### src/rtl/ifetch_stage.sv
// Instruction fetch: PC register feeding an async ROM, plus the IF/ID pipeline register.
// Optional perf counters (fetch_cnt_o, stall_cnt_o) are built when IFETCH_PERF_CNT_EN is defined.
module ifetch_stage #(
  parameter logic [31:0] RESET_PC = 32'h0000_0000
) (
  input  logic        clk_i,
  input  logic        rst_i,
  input  logic        stall_i,
  input  logic        flush_i,
  input  logic        redirect_i,
  input  logic [31:0] redirect_pc_i,
  output logic [31:0] irom_addr_o,
  input  logic [31:0] irom_inst_i,
  output logic [31:0] id_pc_o,
  output logic [31:0] id_pc4_o,
  output logic [31:0] id_inst_o,
  output logic        id_valid_o
`ifdef IFETCH_PERF_CNT_EN
  ,
  output logic [31:0] fetch_cnt_o,
  output logic [31:0] stall_cnt_o
`endif
);

  localparam logic [31:0] NOP_INST = 32'h0000_0013;
  localparam logic [31:0] RESET_PC_ALIGNED = {RESET_PC[31:2], 2'b00};

  logic [31:0] pc_q;
  logic [31:0] pc_plus4;
  logic [31:0] pc_next;
  logic        bubble;
  logic        load;
  logic        unused_low_bits;

  // Redirect targets are word aligned; the byte offset is dropped.
  assign unused_low_bits = ^redirect_pc_i[1:0];

  assign irom_addr_o = pc_q;
  assign pc_plus4    = pc_q + 32'd4;
  assign bubble      = redirect_i | flush_i;
  assign load        = ~bubble & ~stall_i;

  always_comb begin
    pc_next = pc_plus4;
    if (redirect_i)
      pc_next = {redirect_pc_i[31:2], 2'b00};
    else if (stall_i)
      pc_next = pc_q;
  end

  always_ff @(posedge clk_i) begin
    if (rst_i) begin
      pc_q       <= RESET_PC_ALIGNED;
      id_pc_o    <= RESET_PC_ALIGNED;
      id_pc4_o   <= RESET_PC_ALIGNED + 32'd4;
      id_inst_o  <= NOP_INST;
      id_valid_o <= 1'b0;
    end else begin
      pc_q <= pc_next;
      if (bubble) begin
        id_pc_o    <= pc_q;
        id_pc4_o   <= pc_plus4;
        id_inst_o  <= NOP_INST;
        id_valid_o <= 1'b0;
      end else if (load) begin
        id_pc_o    <= pc_q;
        id_pc4_o   <= pc_plus4;
        id_inst_o  <= irom_inst_i;
        id_valid_o <= 1'b1;
      end
    end
  end

`ifdef IFETCH_PERF_CNT_EN
  always_ff @(posedge clk_i) begin
    if (rst_i) begin
      fetch_cnt_o <= 32'd0;
      stall_cnt_o <= 32'd0;
    end else begin
      if (load)
        fetch_cnt_o <= fetch_cnt_o + 32'd1;
      if (stall_i && !bubble)
        stall_cnt_o <= stall_cnt_o + 32'd1;
    end
  end
`endif

endmodule

### config.mk
export PLATFORM = sky130hd
export DESIGN_NAME = ifetch_stage
export DESIGN_NICKNAME = d
export VERILOG_FILES = /design/src/rtl/ifetch_stage.sv
export SDC_FILE = /design/constraint.sdc
export NUM_CORES = 1
export LEC_CHECK = 0
export ABC_CLOCK_PERIOD_IN_PS = 5400
export CORE_MARGIN = 2
export CORE_UTILIZATION = 40
export CTS_CLUSTER_SIZE = 8
export DETAILED_ROUTE_END_ITERATION = 6
export PLACE_DENSITY_LB_ADDON = 0.3
export SLEW_MARGIN = 20
export SYNTH_ARGS = -nofsm -noshare
export SYNTH_HDL_FRONTEND = slang
export SYNTH_SLANG_ARGS = --single-unit
### constraint.sdc
create_clock -name clk_i -period 5.4 [get_ports clk_i]
set_input_delay 1.62 -clock clk_i [delete_from_list [all_inputs] [get_ports clk_i]]
set_output_delay 1.62 -clock clk_i [all_outputs]
set_load 0.005 [all_outputs]
==> flow_summary.json, run 1 <==
{
  "status": "completed",
  "dp_slack_ns": 1.13,
  "hp-class": "flip-flop to flip-flop",
  "yosys.area_share.simple_pct": 25.9,
  "post_cts_buffers": 0,
  "rows": 42,
  "drv_cap": 0,
  "grt_pass1_vias": 5270,
  "drt_iter0_drc": 374,
  "postSynthAreaPerCell_um2": 8.00,
  "layout_common_cells": "clkdlybuf4s50_1, nand2_1, dfxtp_1, a21oi_1, nor2_1",
  "post_cts_resized": 0,
  "seq_area_um2": 2460,
  "worstPathArrival_ns": 4.17,
  "first_pass_iters": 5,
  "synthMuxAreaShare_pct": 0.183,
  "finalCritPeriodShare_pct": 71.3,
  "drcViolationCount": 0,
  "grt_max_degree": 91,
  "clock_skew_ns": 0.00782,
  "synthFlopType": "dfxtp_1",
  "fp.dieW_um": 121,
  "portBuffers": 189,
  "synth_fa_ha_area_share_pct": 0.228,
  "synth_edf_count": 0,
  "post-route-min-period_ns": 3.85,
  "die_area_um2": 14600,
  "ant_nets": 0,
  "synthArstFlopShare_pct": 0,
  "syn_to_final_growth_pct": 44.5,
  "cts_sinks": 123,
  "cts_root_buf": "clkbuf_16",
  "final_common_cell": "clkdlybuf4s50_1",
  "numCtsBuffers": 17,
  "grt_antenna_before_repair": 0,
  "syn_area_um2": 5480,
  "diodes": 0,
  "insertion_delay_ns": 0.42,
  "drv_slew": 0,
  "post_drt_wl_per_cell_um": 17.0,
  "wl_um": 17400,
  "p_leak_nw": 2.67,
  "fmax_mhz": 260,
  "worstPathRequired_ns": 5.73,
  "setup_slack_ns": 1.55,
  "vias": 5674,
  "synth_top_family_by_area": "simple AND/OR/NAND/NOR gates",
  "rsz0062_at_grt": "false",
  "setup.worst_path.class": "primary input to flip-flop",
  "core_um2": 13300,
  "p_per_area_nw_per_um2": 291,
  "grt.total_usage_pct": 23.9,
  "initial_core_util_pct": 41.2,
  "tightest_slew_ns": 0.934,
  "htree_levels": 4,
  "synth-compound-area-share_pct": 19.0,
  "synth_cells": 685,
  "synth-seq-area-share_pct": 44.9,
  "die_h_um": 121,
  "irDropWorstVdd_uv": 200,
  "drive_gt1_share_pct": 5.65,
  "hold_viol": 0,
  "io_pins": 198,
  "final_nets": 906,
  "cts_tree": "yes",
  "setup_viol": 0,
  "clock_path_buffers": 2,
  "dp_hpwl_um": 12300,
  "tns_ns": 0,
  "crit_fanout": 13,
  "ys_types": 45,
  "relSlewSlack_pct": 37.8,
  "overflow": 0,
  "clkTransAtPathRegs_ns": 0.05,
  "critPathLaunchType": "primary input",
  "fillers": 1150,
  "yosysWarnings": 0,
  "synth-xor-area-share_pct": 3.36,
  "ctsHoldBuffers": 0,
  "vias_per_cell": 5.54,
  "ys_ff_latch": 123,
  "place.gp.congestion": 0.856,
  "critPathCaptureType": "flip-flop",
  "multi_input_area_um2": 2710,
  "grt_pass1_wl_um": 27500
}
critical path, stage by stage:
cell             delay [ns]
clkdlybuf4s50_1        0.64
buf_4                  0.30
nand4b_1               0.21
or4_1                  0.63
or4_1                  0.52
a311oi_1               0.25
cell type report:
class                      count  area share [%]
clock buffer                  24            6.21
clock inverter                 8           0.537
inverter                       9           0.427
multi-input combinational    488            34.2
sequential                   123            31.1
tap                          176            2.78
timing repair buffer         197            24.7
Yosys cell counts (12+ instances only):
cell type | instances | area, um^2
a211oi_1 | 22 | 165
a311oi_1 | 27 | 236
clkbuf_1 | 48 | 180
xnor2_1 | 13 | 114
a21oi_1 | 65 | 325
or3_1 | 15 | 93.8
or4_1 | 15 | 113
nand2_1 | 134 | 503
dfxtp_1 | 123 | 2460
nor4_1 | 12 | 75.1
nor2_1 | 59 | 221
buf_2 | 12 | 60.1
nand4_1 | 17 | 106
o21ai_0 | 16 | 80.1
o31ai_1 | 12 | 90.1
flip-flops by register name (all words and copies together), names as in the netlist:
name,count
id_inst_o,32
id_pc4_o,30
id_valid_o,1
id_pc_o,30
irom_addr_o,30
per-layer routing:
metal / global-route usage (%) / share of wire [%] / up-vias
li1: - / - / 2733
met1: 30.2 / 41 / 2642
met2: 38.5 / 49 / 255
met3: 5.45 / 6.9 / 44
met4: 11.6 / 3.2 / 0
met5: 0 / 0 / -
report_power, final:
group | total (W) | internal (W) | switching [W]
clock network | 0.00102 | 0.000627 | 0.000391
logic | 0.000274 | 0.000160 | 0.000114
registers | 0.00101 | 0.000954 | 0.0000598
total | 0.00231 | 0.00174 | 0.000565
metrics by stage:
step / total power, W / area [um^2] / std cells / utilization [%] / hold slack [ns]
after CTS: 0.00232 / 7910 / 1025 / 59.5 / 0.452
after floorplan: 0.00113 / 5500 / 690 / - / 0.442
after global placement: 0.00130 / 7370 / 993 / 55.5 / 0.436
final: 0.00231 / 7920 / 1025 / 59.6 / 0.446
after detailed placement: 0.00130 / 7370 / 993 / 55.5 / 0.444
after global routing: 0.00240 / 7920 / 1025 / 59.6 / 0.469
logic make-up (layout without fill, tap and decap cells):
family / count (synthesis) / after routing
other: 1 / 6
adder cells (fa/ha/maj): 1 / 1
XOR/XNOR: 21 / 21
multiplexers: 1 / 1
buffers and inverters: 79 / 238
flip-flops: 123 / 123
AO/OA/AOI/OAI: 159 / 159
AND/OR/NAND/NOR: 300 / 300
final timing paths:
path	start	to	slack, ns	cells after the start
worst max register to register	irom_addr_o[2]	irom_addr_o[18]	2.52	5
worst min register to register	id_pc_o[16]	id_pc_o[16]	0.45	2
worst min-delay path	id_pc_o[16]	id_pc_o[16]	0.45	2
worst max-delay path	stall_i	irom_addr_o[25]	1.55	6
Power figures use the tool's default switching activity.
==> inputs of run 2 (changes only) <==
--- a/config.mk
+++ b/config.mk
@@ -5,7 +5,7 @@
 export SDC_FILE = /design/constraint.sdc
 export NUM_CORES = 1
 export LEC_CHECK = 0
-export ABC_CLOCK_PERIOD_IN_PS = 5400
+export ABC_CLOCK_PERIOD_IN_PS = 3900
 export CORE_MARGIN = 2
 export CORE_UTILIZATION = 40
 export CTS_CLUSTER_SIZE = 8
==> constraint.sdc (replaced) <==
create_clock -name clk_i -period 3.9 [get_ports clk_i]
set_input_delay 1.17 -clock clk_i [delete_from_list [all_inputs] [get_ports clk_i]]
set_output_delay 1.17 -clock clk_i [all_outputs]
set_load 0.005 [all_outputs]
==> run 2 against run 1 <==
  * Count of clock-buffer cells in the layout fell by 1
  * Via count rose by 1.3%
  * Total power rose by 53%
  * Sequential share of layout area fell by 0.56 points
  * Cell count rose by 0.39%
  * Largest power group unchanged
==> flow_summary.json, run 2 (synthesized netlist as in run 1, its figures left out) <==
{
  "fp.dieW_um": 121,
  "post-route-min-period_ns": 3.22,
  "drt_iter0_drc": 446,
  "cts_root_buf": "clkbuf_16",
  "die_area_um2": 14600,
  "die_h_um": 121,
  "hp-class": "flip-flop to flip-flop",
  "final_common_cell": "clkdlybuf4s50_1",
  "rsz0062_at_grt": "false",
  "drv_slew": 0,
  "fmax_mhz": 310,
  "htree_levels": 4,
  "vias": 5750,
  "wl_um": 18000,
  "clkTransAtPathRegs_ns": 0.05,
  "portBuffers": 189,
  "tns_ns": 0,
  "post_cts_buffers": 0,
  "crit_fanout": 39,
  "irDropWorstVdd_uv": 262,
  "setup.worst_path.class": "primary input to flip-flop",
  "critPathCaptureType": "flip-flop",
  "final_nets": 911,
  "cts_tree": "yes",
  "fillers": 1166,
  "first_pass_iters": 5,
  "power_w": 0.00354,
  "dp_hpwl_um": 12600,
  "drive_gt1_share_pct": 6.22,
  "multi_input_area_um2": 2700,
  "grt.total_usage_pct": 24.3,
  "post_cts_resized": 0,
  "setup_viol": 0,
  "grt_pass1_wl_um": 27900,
  "drcViolationCount": 0,
  "overflow": 0,
  "post_drt_wl_per_cell_um": 17.5,
  "critPathLaunchType": "primary input",
  "status": "completed",
  "clock_path_buffers": 2,
  "drv_cap": 0,
  "p_leak_nw": 2.74,
  "layout_common_cells": "clkdlybuf4s50_1, nand2_1, dfxtp_1, a21oi_1, nor2_1",
  "clock_skew_ns": 0.0112,
  "syn_to_final_growth_pct": 47.2,
  "grt_antenna_before_repair": 1,
  "relSlewSlack_pct": 36.8,
  "ctsHoldBuffers": 0,
  "hold_viol": 0,
  "finalCritPeriodShare_pct": 82.6,
  "cts_sinks": 123,
  "worstPathRequired_ns": 4.22,
  "largest_reg_flops": 32,
  "numCtsBuffers": 17,
  "insertion_delay_ns": 0.43,
  "tightest_slew_ns": 0.949,
  "ant_nets": 0,
  "grt_pass1_vias": 5415,
  "rows": 42,
  "place.gp.congestion": 0.874,
  "core_um2": 13300,
  "io_pins": 198,
  "vias_per_cell": 5.59,
  "initial_core_util_pct": 41.2,
  "p_per_area_nw_per_um2": 439,
  "seq_area_um2": 2460,
  "regMostFlops": "id_inst_o",
  "grt_max_degree": 91,
  "worstPathArrival_ns": 3.54
}
## run 2: per-stage QoR
step	util (%)	hold slack (ns)	setup WS, ns	area, um^2	instances
after floorplan	-	0.442	1.24	5500	690
after global placement	55.6	0.439	0.336	7400	998
after detailed placement	55.6	0.444	0.274	7400	998
after CTS	60.6	0.454	0.725	8060	1028
after global routing	60.7	0.472	0.543	8070	1029
final	60.7	0.452	0.679	8070	1029
## run 2: final cells by class
| class | count | area share, % |
|---|---|---|
| multi-input combinational | 488 | 33.5 |
| tap | 176 | 2.73 |
| timing repair buffer | 202 | 24.6 |
| inverter | 9 | 0.419 |
| sequential | 123 | 30.5 |
| antenna | 1 | 0.0310 |
| clock inverter | 7 | 1.99 |
| clock buffer | 23 | 6.17 |
## run 2: report_power, final
group	switching (W)	total (W)	leakage, nW	internal, W
Clock	0.000542	0.00175	0.325	0.00121
Combinational	0.000164	0.000387	1.40	0.000223
Sequential	0.0000802	0.00140	1.01	0.00132
## run 2: final timing paths
path                                   endpoint  slack, ns  cells after the start            start
worst max register to register  irom_addr_o[28]       1.18                      4  irom_addr_o[14]
worst min register to register      id_pc_o[27]       0.45                      2      id_pc_o[27]
worst min-delay path                id_pc_o[27]       0.45                      2      id_pc_o[27]
worst max-delay path               id_pc4_o[24]       0.68                      6          stall_i
## run 2: routing by layer
metal  part of all wire, %  global-route usage (%)  up-vias
met5                     0                       0        -
met1                    41                    30.0     2714
met2                    48                    38.6      251
met3                   7.1                    6.53       46
li1                      -                       -     2739
met4                   3.7                    12.4        0
## run 2: critical path: stages
cell and delay, ns:
clkdlybuf4s50_1 0.57, buf_4 0.26, or3b_2 0.76, buf_4 0.43
nor2_1 0.07, a311oi_1 0.25
